[config.mk]
export PLATFORM = sky130hd
export DESIGN_NAME = ctrl_pkt_tx
export DESIGN_NICKNAME = d
export VERILOG_FILES = /design/src/rtl/ctrl_pkt_pkg.sv /design/src/rtl/ctrl_pkt_tx_beat_mux.sv /design/src/rtl/ctrl_pkt_tx.sv
export SDC_FILE = /design/constraint.sdc
export NUM_CORES = 1
export LEC_CHECK = 0
export ABC_AREA = 1
export CORE_AREA = 2 2 519 521
export CTS_CLUSTER_SIZE = 16
export DETAILED_ROUTE_END_ITERATION = 7
export DIE_AREA = 0 0 521 523
export SETUP_SLACK_MARGIN = 0.3
export SYNTH_ARGS = -nofsm -noshare
export SYNTH_HDL_FRONTEND = slang
export SYNTH_HIERARCHICAL = 1
export SYNTH_SLANG_ARGS = --single-unit
[constraint.sdc]
create_clock -name axis_clk -period 17.1 [get_ports axis_clk]
set_clock_uncertainty 0.05 [all_clocks]
set_input_delay 2.565 -clock axis_clk [delete_from_list [all_inputs] [get_ports axis_clk]]
set_output_delay 2.565 -clock axis_clk [all_outputs]
set_load 0.02 [all_outputs]
[src/rtl/ctrl_pkt_pkg.sv]
// ctrl_pkt_pkg: shared constants, size helpers and FSM states for the control packet transmitter
package ctrl_pkt_pkg;
  localparam int STAGE_OFF = 0;
  localparam int IDX_OFF = 8;
  localparam int SEQ_OFF = 16;
  localparam int NBEAT_OFF = 24;
  localparam logic [2:0] MOD_KEY_EXT = 3'd0;
  localparam logic [2:0] MOD_LOOKUP = 3'd1;
  localparam logic [2:0] MOD_ACTION = 3'd2;
  typedef enum logic [1:0] {IDLE, HDR, DATA, GAP} state_t;
  function automatic int ndata(input int pw, input int dw);
    return (pw + dw - 1) / dw;
  endfunction
  function automatic int last_bytes(input int pw, input int dw);
    return (pw - (ndata(pw, dw) - 1) * dw + 7) / 8;
  endfunction
  function automatic int pkt_bytes(input int pw, input int dw);
    return 64 * ndata(pw, dw) + last_bytes(pw, dw);
  endfunction
endpackage

[src/rtl/ctrl_pkt_tx_beat_mux.sv]
// ctrl_pkt_beat_mux: selects one zero-padded payload slice and its byte enables for a data beat
//   payload : latched request payload (PW bits)
//   beat    : data beat index, 0 .. ndata-1
//   tdata   : payload bits [beat*DW +: DW], zero above PW
//   tkeep   : all-ones, or the low last_bytes bits on the final beat
module ctrl_pkt_beat_mux
  import ctrl_pkt_pkg::*;
#(
  parameter int DW = 512,
  parameter int PW = 625
) (
  input  logic [PW-1:0]   payload,
  input  logic [1:0]      beat,
  output logic [DW-1:0]   tdata,
  output logic [DW/8-1:0] tkeep
);
  localparam logic [1:0] LAST_BEAT = 2'(ndata(PW, DW) - 1);
  localparam logic [DW/8-1:0] ALL_KEEP = {(DW/8){1'b1}};
  localparam logic [DW/8-1:0] LAST_KEEP = ALL_KEEP >> (DW / 8 - last_bytes(PW, DW));
  logic [4*DW-1:0] padded;
  assign padded = (4 * DW)'(payload);
  assign tdata = padded[int'(beat) * DW +: DW];
  assign tkeep = beat == LAST_BEAT ? LAST_KEEP : ALL_KEEP;
endmodule

[src/rtl/ctrl_pkt_tx.sv]
// ctrl_pkt_tx: turns table write requests into paced multi-beat AXIS control packets
//   axis_clk, reset        : clock, synchronous active-high reset
//   req_valid/req_ready    : request handshake, ready only while idle
//   req_stage_id/_module_id/_index/_data : request fields, captured on acceptance
//   c_m_axis_*             : registered control packet stream (no back-pressure)
//   pkt_cnt, beat_cnt      : packet/beat statistics, present only with CTRL_TX_STATS_EN
module ctrl_pkt_tx
  import ctrl_pkt_pkg::*;
#(
  parameter int C_S_AXIS_DATA_WIDTH = 512,
  parameter int C_S_AXIS_TUSER_WIDTH = 128,
  parameter int PAYLOAD_W = 625,
  parameter int IPG_CYCLES = 4,
  parameter logic [7:0] SRC_PORT = 8'h01
) (
  input  logic                              axis_clk,
  input  logic                              reset,
  input  logic                              req_valid,
  output logic                              req_ready,
  input  logic [4:0]                        req_stage_id,
  input  logic [2:0]                        req_module_id,
  input  logic [7:0]                        req_index,
  input  logic [PAYLOAD_W-1:0]              req_data,
  output logic [C_S_AXIS_DATA_WIDTH-1:0]    c_m_axis_tdata,
  output logic [C_S_AXIS_TUSER_WIDTH-1:0]   c_m_axis_tuser,
  output logic [C_S_AXIS_DATA_WIDTH/8-1:0]  c_m_axis_tkeep,
  output logic                              c_m_axis_tvalid,
  output logic                              c_m_axis_tlast
`ifdef CTRL_TX_STATS_EN
  ,
  output logic [31:0]                       pkt_cnt,
  output logic [31:0]                       beat_cnt
`endif
);
  localparam int DW = C_S_AXIS_DATA_WIDTH;
  localparam int TW = C_S_AXIS_TUSER_WIDTH;
  localparam int NB = ndata(PAYLOAD_W, DW);
  localparam logic [1:0] LAST_BEAT = 2'(NB - 1);
  localparam logic [7:0] GAP_LAST = 8'(IPG_CYCLES - 1);
  localparam logic [15:0] PKT_LEN = 16'(pkt_bytes(PAYLOAD_W, DW));
  state_t state, state_n;
  logic [1:0] beat, beat_n;
  logic [7:0] seq, seq_n, gap, gap_n;
  logic accept;
  logic [PAYLOAD_W-1:0] h_data;
  logic [DW-1:0] hdr, mux_data;
  logic [DW/8-1:0] mux_keep;
  logic [TW-1:0] hdr_user;
  ctrl_pkt_beat_mux #(.DW(DW), .PW(PAYLOAD_W)) u_mux (
    .payload(h_data),
    .beat(beat_n),
    .tdata(mux_data),
    .tkeep(mux_keep)
  );
  always_comb begin
    accept = req_valid & req_ready;
    state_n = state;
    beat_n = beat;
    seq_n = seq;
    gap_n = gap;
    unique case (state)
      IDLE: state_n = accept ? HDR : IDLE;
      HDR: begin
        state_n = DATA;
        beat_n = '0;
      end
      DATA: begin
        if (beat == LAST_BEAT) begin
          state_n = IPG_CYCLES == 0 ? IDLE : GAP;
          seq_n = seq + 8'd1;
          gap_n = '0;
        end else begin
          beat_n = beat + 2'd1;
        end
      end
      GAP: begin
        state_n = gap == GAP_LAST ? IDLE : GAP;
        gap_n = gap + 8'd1;
      end
      default: state_n = IDLE;
    endcase
    // the header is built straight from the request inputs, since it goes out on the acceptance edge
    hdr = '0;
    hdr[STAGE_OFF +: 8] = {req_stage_id, req_module_id};
    hdr[IDX_OFF +: 8] = req_index;
    hdr[SEQ_OFF +: 8] = seq;
    hdr[NBEAT_OFF +: 8] = 8'(NB);
    hdr_user = '0;
    hdr_user[15:0] = PKT_LEN;
    hdr_user[23:16] = SRC_PORT;
  end
  always_ff @(posedge axis_clk)
    if (accept) h_data <= req_data;
  // output registers load the beat belonging to the next state
  always_ff @(posedge axis_clk) begin
    if (reset) begin
      state <= IDLE;
      beat <= '0;
      seq <= '0;
      gap <= '0;
      req_ready <= 1'b0;
      c_m_axis_tvalid <= 1'b0;
      c_m_axis_tlast <= 1'b0;
      c_m_axis_tdata <= '0;
      c_m_axis_tkeep <= '0;
      c_m_axis_tuser <= '0;
    end else begin
      state <= state_n;
      beat <= beat_n;
      seq <= seq_n;
      gap <= gap_n;
      req_ready <= state_n == IDLE;
      c_m_axis_tvalid <= state_n == HDR || state_n == DATA;
      c_m_axis_tlast <= state_n == DATA && beat_n == LAST_BEAT;
      c_m_axis_tdata <= state_n == HDR ? hdr : state_n == DATA ? mux_data : '0;
      c_m_axis_tkeep <= state_n == HDR ? '1 : state_n == DATA ? mux_keep : '0;
      c_m_axis_tuser <= state_n == HDR ? hdr_user : '0;
    end
  end
`ifdef CTRL_TX_STATS_EN
  always_ff @(posedge axis_clk) begin
    if (reset) begin
      pkt_cnt <= '0;
      beat_cnt <= '0;
    end else begin
      pkt_cnt <= pkt_cnt + 32'(c_m_axis_tvalid & c_m_axis_tlast);
      beat_cnt <= beat_cnt + 32'(c_m_axis_tvalid);
    end
  end
`endif
endmodule

### Word level (Yosys, flattened, before mapping)

Cells that the tools add are included.

* reduce and logical (&&, ||, !) cells: 8
* bitwise logic cells: 2
* add/sub/neg operators: 3
* eq/ne operators: 9
* shift-type cells: 1
* mux-type cells: 14

Operators by type and width (count)
* $shiftx 2048x12->512: 1
* $mux 64: 3
* $mux 26: 2
* $mux 17: 1
* $add 8x1->8 const B: 2
* $pmux 8 s2: 1
* $eq 2x1->1 const B: 4
* $eq 8x2->1 const B: 1
* $mux 8: 1
* $pmux 2 s4: 1
* $eq 2x2->1 const B: 3
* $mux 2: 3
* $logic_not 2->1: 2
* $pmux 2 s2: 1
* $reduce_and 2->1: 2
* $reduce_or 3->1: 1
* $add 2x1->2 const B: 1
* $ne 2x2->1 const B: 1
* $reduce_bool 2->1: 1
* $and 1x1->1: 1
* $logic_and 1x1->1: 1
* $logic_or 1x1->1: 1
* $mux 1: 1
* $not 1->1: 1

* word-level logic and storage cells: 49
* input bits: 644
* register bits after elaboration: 1352
* output and inout port bits: 707

### Depth between registers and ports, before layout

Gate-level depths: netlist (run 1).

* depth after elaboration: 7
* mapped depth: 15
* gate-level depth less buffers: 13

### Hierarchy

Netlist (run 1), hierarchy kept.

Modules (own cells, without submodules)
* ctrl_pkt_tx: area each 37413.4 um^2, times used 1, seq. area each 30779.5 um^2, cells an instance 2759
* ctrl_pkt_beat_mux: area each 5607.9 um^2, times used 1, seq. area each 0.0 um^2, cells an instance 1331

### Worst setup path after synthesis (run 1)

Ideal clock, no wire load.

* path type: input-to-reg
* from: input req_valid
* to: register c_m_axis_tkeep[53]
* data required time: 16991 ps
* path slack: 1264 ps
* path buffers: 2
* stages on the path: 13
* setup time: 59 ps
* arrival: 15727 ps
* cells stage by stage: nand2_1 > inv_1 > nor2_1 > inv_1 > nand2_1 > inv_1 > ha_1 > inv_1 > nor2_2 > inv_2 > buf_4 > buf_2 > nand2_1

* cells in the longest elaborated chain, start to end: 6
* elaborated cells on any way between the ends: 7
* classes of those cells: 2 x eq/ne; 4 x mux; 1 x bitwise

RTL lines
* start, declared: RTL line ctrl_pkt_tx.sv:18 `input logic req_valid,`
* $and 1x1->1 (*): RTL line ctrl_pkt_tx.sv:56 `accept = req_valid & req_ready;`
* via accept: RTL line ctrl_pkt_tx.sv:44 `logic accept;`
* $mux 1 (*): RTL line ctrl_pkt_tx.sv:62 `IDLE: state_n = accept ? HDR : IDLE;`
* $pmux 2 s4 (*): RTL line ctrl_pkt_tx.sv:61 `unique case (state)`
* via state_n[0]: RTL line ctrl_pkt_tx.sv:41 `state_t state, state_n;`
* $eq 2x2->1: RTL line ctrl_pkt_tx.sv:116 `c_m_axis_tkeep <= state_n == HDR ? '1 : state_n == DATA ? mux_keep : '0;`
* $mux 64: RTL line ctrl_pkt_tx.sv:116
* $mux 64 (*): RTL line ctrl_pkt_tx.sv:116
* end signal, assigned: RTL line ctrl_pkt_tx.sv:116
* end, declared: RTL line ctrl_pkt_tx.sv:26 `output logic [C_S_AXIS_DATA_WIDTH/8-1:0] c_m_axis_tkeep,`

The timed path passes the listed nets; every way through them passes the cells marked *.
A chain may end at the register's enable or synchronous reset.

### Final worst setup path (run 1)

* from: input req_valid
* to: register c_m_axis_tdata[413]

* cells in the longest elaborated chain, start to end: 6
* elaborated cells on any way between the ends: 7
* classes of those cells: 2 x eq/ne; 2 x mux; 2 x bitwise; 1 x reduce/logical

RTL lines
* $and 1x1->1 (*): RTL line ctrl_pkt_tx.sv:56
* via accept: RTL line ctrl_pkt_tx.sv:44
* $mux 1 (*): RTL line ctrl_pkt_tx.sv:62
* $pmux 2 s4 (*): RTL line ctrl_pkt_tx.sv:61
* $eq 2x2->1: RTL line ctrl_pkt_tx.sv:115 `c_m_axis_tdata <= state_n == HDR ? hdr : state_n == DATA ? mux_data : '0;`
* $not 1->1 (no line)
* $reduce_or 3->1 (no line) (*)
* end signal, assigned: RTL line ctrl_pkt_tx.sv:115
* end, declared: RTL line ctrl_pkt_tx.sv:24 `output logic [C_S_AXIS_DATA_WIDTH-1:0] c_m_axis_tdata,`

Marks and branches as above.

==> results.toml, run 1 <==
[global_routing]
grt-ovfl-total = 0
grt_pass1_vias = 31466
antenna_found_initial = 84
grt_usage_pct = 12.8
grt_max_degree = 155
grt_pass1_wl_mm = 248

[floorplan]
core.rowCount = 190
die_area_um2 = 272000
boundaryPins = 1351
initial_core_util_pct = 16.1
coreArea_um2 = 267000
die_w_um = 521
die_h_um = 523

[power_and_ir_drop]
finalPower_mw = 11.0
power_density_nw_per_um2 = 174
leakage_nw = 25.6
vdd_drop_max_uv = 147

[place]
gp_congestion = 0.918
post_dp_cell_area_um2 = 58000
hpwl_mm = 144
port-buffer-count = 1228

[clock_tree]
clk_latency_ps = 790
clk_pin_slew_ps = 60
htree_num_levels = 4
hold_buffers = 0
cts_tree = "done"
clock-root-buffer = "clkbuf_16"
numCtsBuffers = 146
ctsResizeCount = 0
post_cts_buffers = 0
cts_buffer_depth = 4
cts.sinks = 1225

[detailed_routing]
vias = 31528
antenna_left = 0
drc = 0
first_pass_iters = 5
wl_mm = 183
drtIter0Drc = 2400
via_per_inst = 3.53
wl_per_cell_um = 20.5

[critical_path]
critPathMaxStageDelay_ps = 870
cp_max_fo = 98
setup.worst_path.end_class = "register"
crit_type = "in -> reg"
r2r_end = "c_m_axis_tdata[413]$_SDFF_PP0_"
start_kind = "input pin"
crit_path_cell_trace = "clkdlybuf4s50_1 -> nand2_1 -> inv_8 -> nor2_1 -> inv_1 -> nand2_1 -> ha_2 -> buf_4 -> nand3_4 -> buf_4 -> buf_4 -> buf_4 -> nor2_1"
critPathBufInv = 7
path_common_cell = "buf_4"
crit_slowest_cell = "buf_4"
rr_worst_depth = 12
worst_ep_arrival_time_ps = 7850
critical_path.top_delay_family = "buffers and inverters"
cp_data_required_time_ps = 17670
r2r_start = "req_ready$_SDFF_PP0_"
r2r_slack_ps = 11630

[sta]
setup_viol = 0
tns_ps = 0
period_share_pct = 42.6
slew_headroom_pct = 12.8
fmax_mhz = 137
hold_violations = 0
drv_slew = 0
rsz0062_at_grt = "no"
worst_slew_pin_slew_ps = 1310
period_needed_ps = 7280

[final_layout]
drive_gt1_share_pct = 5.45
fillCellCount = 28392
area_delta_synth_final_pct = 46.7
finalInstanceArea_um2 = 63100
mostFrequentLayoutCell = "clkdlybuf4s50_1"
final_cell_mix = "1,228 x clkdlybuf4s50_1, 915 x nor2_1, 750 x nand2_1, 625 x edfxtp_1, 600 x dfxtp_1"
num-nets-final = 5886

[hold_path]
hp-start = "seq[1]$_SDFFE_PP0P_"
whs_path_depth = 2
hold_path_class = "reg -> reg"
hold_end = "seq[1]$_SDFFE_PP0P_"

[synthesis]
synthCells = 4090
netlist_area_um2 = 43000
synth_warnings = 6
avgSynthCellArea_um2 = 10.5
ys_seq_area_share_pct = 71.5
synth_seq_cells = 1225
yosysUniqueCellTypes = 27

[run]
cap_violations = 0

[run_status]
outcome = "complete, no violations"
cell families (layout without fill, tap and decap cells):
kind of cell,after synthesis,in the layout,synth area share (%)
and+or+nand+nor,1864,1864,16.9
buffers and inverters,945,2073,10.7
other,2,172,0.0175
adders and majority gates,8,8,0.233
DFF,1225,1225,71.5
AOI/OAI and AO/OA,46,46,0.553
through the flow:
stage,setup WS [ps],hold slack (ps),util [%],std cells
final,9820,443,23.6,8940
after global routing,9560,466,23.6,8927
after CTS,9890,447,23.6,8905
after detailed placement,9000,438,21.7,8638
after global placement,9150,411,21.7,8638
after floorplan,1260,402,-,4225
power by group:
| group | total [mW] | internal [mW] | switching (mW) |
|---|---|---|---|
| sequential | 3.87 | 3.67 | 0.200 |
| clock | 3.21 | 1.89 | 1.32 |
| combinational | 3.89 | 1.20 | 2.69 |
| total | 11.0 | 6.77 | 4.21 |
worst max path at each step:
stage | from | end | cells past startpoint
2_1_floorplan | req_valid | c_m_axis_tkeep[53]$_SDFF_PP0_ | 13
5_1_grt | req_valid | c_m_axis_tdata[413]$_SDFF_PP0_ | 13
4_1_cts | req_valid | c_m_axis_tdata[413]$_SDFF_PP0_ | 13
3_3_place_gp | req_valid | c_m_axis_tdata[253]$_SDFF_PP0_ | 13
3_5_place_dp | req_valid | c_m_axis_tdata[413]$_SDFF_PP0_ | 13
6_report | req_valid | c_m_axis_tdata[413]$_SDFF_PP0_ | 13
cells in the mapped netlist:
library cell  number  area [um^2]
nand4_1            2         12.5
nand2_1          751         2820
nor2_1           915         3430
inv_2              4         15.0
clkbuf_1          39          146
o21a_1             1         7.51
and2_1             1         6.26
nand3_4            1         17.5
nor3_1             1         5.00
buf_2            132          661
nand3_1          188          941
nor2_2             2         12.5
dfxtp_1          600        12000
ha_1               8          100
buf_6             20          225
buf_4            202         1520
conb_1             2         7.51
o21ai_1            1         5.00
edfxtp_1         625        18800
o21ai_0           29          145
inv_1            543         2040
nand3_2            1         10.0
buf_1              5         18.8
nor2_4             1         11.3
nand2_2            1         6.26
o22ai_1            4         25.0
a21oi_1           11         55.1
registers in the layout (all words and copies together) (netlist names):
register / flops
beat: 2
c_m_axis_tdata: 512
c_m_axis_tkeep: 64
c_m_axis_tlast: 1
c_m_axis_tuser: 1
c_m_axis_tvalid: 1
gap: 8
h_data: 625
req_ready: 1
seq: 8
state: 2
worst register-to-register path: stages (launching register included):
cell and delay [ps]:
dfxtp_1 390, nand2_1 160, inv_8 590, nor2_1 130
inv_1 100, nand2_1 120, ha_2 200, buf_4 330
nand3_4 590, buf_4 790, buf_4 730, buf_4 930
nor2_1 190
cell type report:
| type | count | area [um^2] | share of cell area, % |
|---|---|---|---|
| sequential | 1225 | 30800 | 48.8 |
| timing repair buffer | 1259 | 12500 | 19.9 |
| multi-input combinational | 2055 | 8140 | 12.9 |
| tap | 3552 | 4440 | 7.04 |
| clock buffer | 202 | 4340 | 6.88 |
| inverter | 547 | 2080 | 3.29 |
| clock inverter | 65 | 682 | 1.08 |
| antenna | 35 | 87.6 | 0.139 |
metal layers:
metal / GRT usage (%) / part of all wire [%]
met5: 0 / 0.085
met4: 5.81 / 4.4
met3: 3.82 / 8.1
met2: 22.3 / 49
met1: 14.5 / 38
Note: power is estimated with default switching activity, not from simulation.
==> run 2, diff against run 1 <==
--- a/config.mk
+++ b/config.mk
@@ -6,10 +6,10 @@
 export NUM_CORES = 1
 export LEC_CHECK = 0
 export ABC_AREA = 1
-export CORE_AREA = 2 2 519 521
+export CORE_AREA = 2 2 532 534
 export CTS_CLUSTER_SIZE = 16
 export DETAILED_ROUTE_END_ITERATION = 7
-export DIE_AREA = 0 0 521 523
+export DIE_AREA = 0 0 534 536
 export SETUP_SLACK_MARGIN = 0.3
 export SYNTH_ARGS = -nofsm -noshare
 export SYNTH_HDL_FRONTEND = slang
==> constraint.sdc (replaced) <==
create_clock -name axis_clk -period 6.1 [get_ports axis_clk]
set_clock_uncertainty 0.05 [all_clocks]
set_input_delay 0.915 -clock axis_clk [delete_from_list [all_inputs] [get_ports axis_clk]]
set_output_delay 0.915 -clock axis_clk [all_outputs]
set_load 0.02 [all_outputs]
==> results.toml, run 2 (synthesized netlist as in run 1, its figures left out) <==
[run_status]
outcome = "complete, no violations"

[clock_tree]
clk_pin_slew_ps = 60
cts.sinks = 1225
post_cts_buffers = 0
cts_tree = "done"
cts_buffer_depth = 4
htree_num_levels = 4
ctsResizeCount = 0
hold_buffers = 0
numCtsBuffers = 150
clock-root-buffer = "clkbuf_16"
clk_latency_ps = 790

[final_layout]
final_cell_mix = "1,228 x clkdlybuf4s50_1, 915 x nor2_1, 748 x nand2_1, 625 x edfxtp_1, 600 x dfxtp_1"
largest_reg_flops = 625
num-nets-final = 5881
fin_util_pct = 22.6
area_delta_synth_final_pct = 47.5
largest-register = "h_data"
mostFrequentLayoutCell = "clkdlybuf4s50_1"
largestRegisters = "h_data (625), c_m_axis_tdata (512), c_m_axis_tkeep (64)"
drive_gt1_share_pct = 5.20

[floorplan]
core.rowCount = 195
coreArea_um2 = 281000
die_h_um = 536
die_area_um2 = 286000
boundaryPins = 1351
initial_core_util_pct = 15.3
die_w_um = 534

[sta]
hold_violations = 0
fmax_mhz = 303
rsz0062_at_grt = "no"
drv_slew = 0
slew_headroom_pct = 17.4
setup_viol = 0
period_share_pct = 54.0
worst_slew_pin_slew_ps = 1240
period_needed_ps = 3300

[critical_path]
worst_ep_arrival_time_ps = 3950
setup.worst_path.end_class = "register"
start_kind = "input pin"
crit_type = "in -> reg"
cp_data_required_time_ps = 6750
cp_max_fo = 112
r2r_slack_ps = 2870

[detailed_routing]
via_per_inst = 3.45
drc = 0
first_pass_iters = 6
wl_per_cell_um = 20.9
antenna_left = 0
wl_mm = 191
drtIter0Drc = 2221
vias = 31502

[global_routing]
grt-ovfl-total = 0
antenna_found_initial = 119
grtUsageMet3_pct = 4.88
grt_max_degree = 185
grt_pass1_wl_mm = 256
grt_usage_pct = 12.8
met1_usage_pct = 13.5
use_met2_pct = 22.2
grt_pass1_vias = 31522
grt.busiest_layer = "met2"

[power_and_ir_drop]
vdd_drop_max_uv = 539
leakage_nw = 25.6
finalPower_mw = 30.9
power_density_nw_per_um2 = 487

[place]
hpwl_mm = 148
port-buffer-count = 1228
gp_congestion = 1.01

[run]
cap_violations = 0

[hold_path]
hold_path_class = "reg -> reg"
run 2: changes by cell type in the layout (fill, tap and decap cells not counted), moves of 5 or more:
cell	change
clkinv_1	+5
clkbuf_8	-11
buf_4	-21
o21ai_0	-10
clkbuf_1	+10
o21ai_1	+10
diode_2	-5
buf_12	+12
run 2: metal layers:
metal  vias to the layer above  part of all wire, %
met3                       436                  9.5
met2                      1491                   49
li1                      14556                    -
met1                     14975                   36
met5                         -                 0.15
met4                        44                  5.1
run 2: final cells by class:
| cell class | instances | area, um^2 |
|---|---|---|
| clock inverter | 73 | 816 |
| fill | 30093 | 217000 |
| clock buffer | 199 | 4220 |
| multi-input combinational | 2055 | 8180 |
| antenna | 30 | 75.1 |
| tap | 3743 | 4680 |
| inverter | 547 | 2080 |
| timing repair buffer | 1250 | 12600 |
| sequential | 1225 | 30800 |
run 2: power by group:
part           leakage, nW  total (mW)  switching, mW  internal [mW]
combinational         12.5        10.9           7.45           3.44
sequential            10.6        10.9          0.551           10.3
clock                 2.48        9.13           3.77           5.36
total                 25.6        30.9           11.8           19.1
run 2: final timing paths:
path                                           from                             end  cells after the start
worst max register to register  state[0]$_SDFF_PP0_   c_m_axis_tdata[18]$_SDFF_PP0_                     13
worst min-delay path            seq[7]$_SDFFE_PP0P_   c_m_axis_tdata[23]$_SDFF_PP0_                      2
worst max-delay path                          reset  c_m_axis_tdata[281]$_SDFF_PP0_                      7
worst min register to register  seq[7]$_SDFFE_PP0P_   c_m_axis_tdata[23]$_SDFF_PP0_                      2
run 2: per-stage QoR:
step | setup slack [ps] | hold slack [ps] | cell area [um^2] | setup TNS, ps | instances
finish | 2800 | 453 | 63400 | 0 | 9122
detailed placement | 2040 | 442 | 58300 | 0 | 8820
global route | 2570 | 479 | 63400 | 0 | 9113
global placement | 2130 | 411 | 58300 | 0 | 8820
floorplan | -4740 | 402 | 43900 | -5457700 | 4225
CTS | 2780 | 449 | 63400 | 0 | 9092
run 2: critical path, stage by stage:
cell	delay [ps]
clkdlybuf4s50_1	670
inv_2	110
buf_4	670
nand3_4	520
buf_4	390
buf_12	220
nor2_1	230
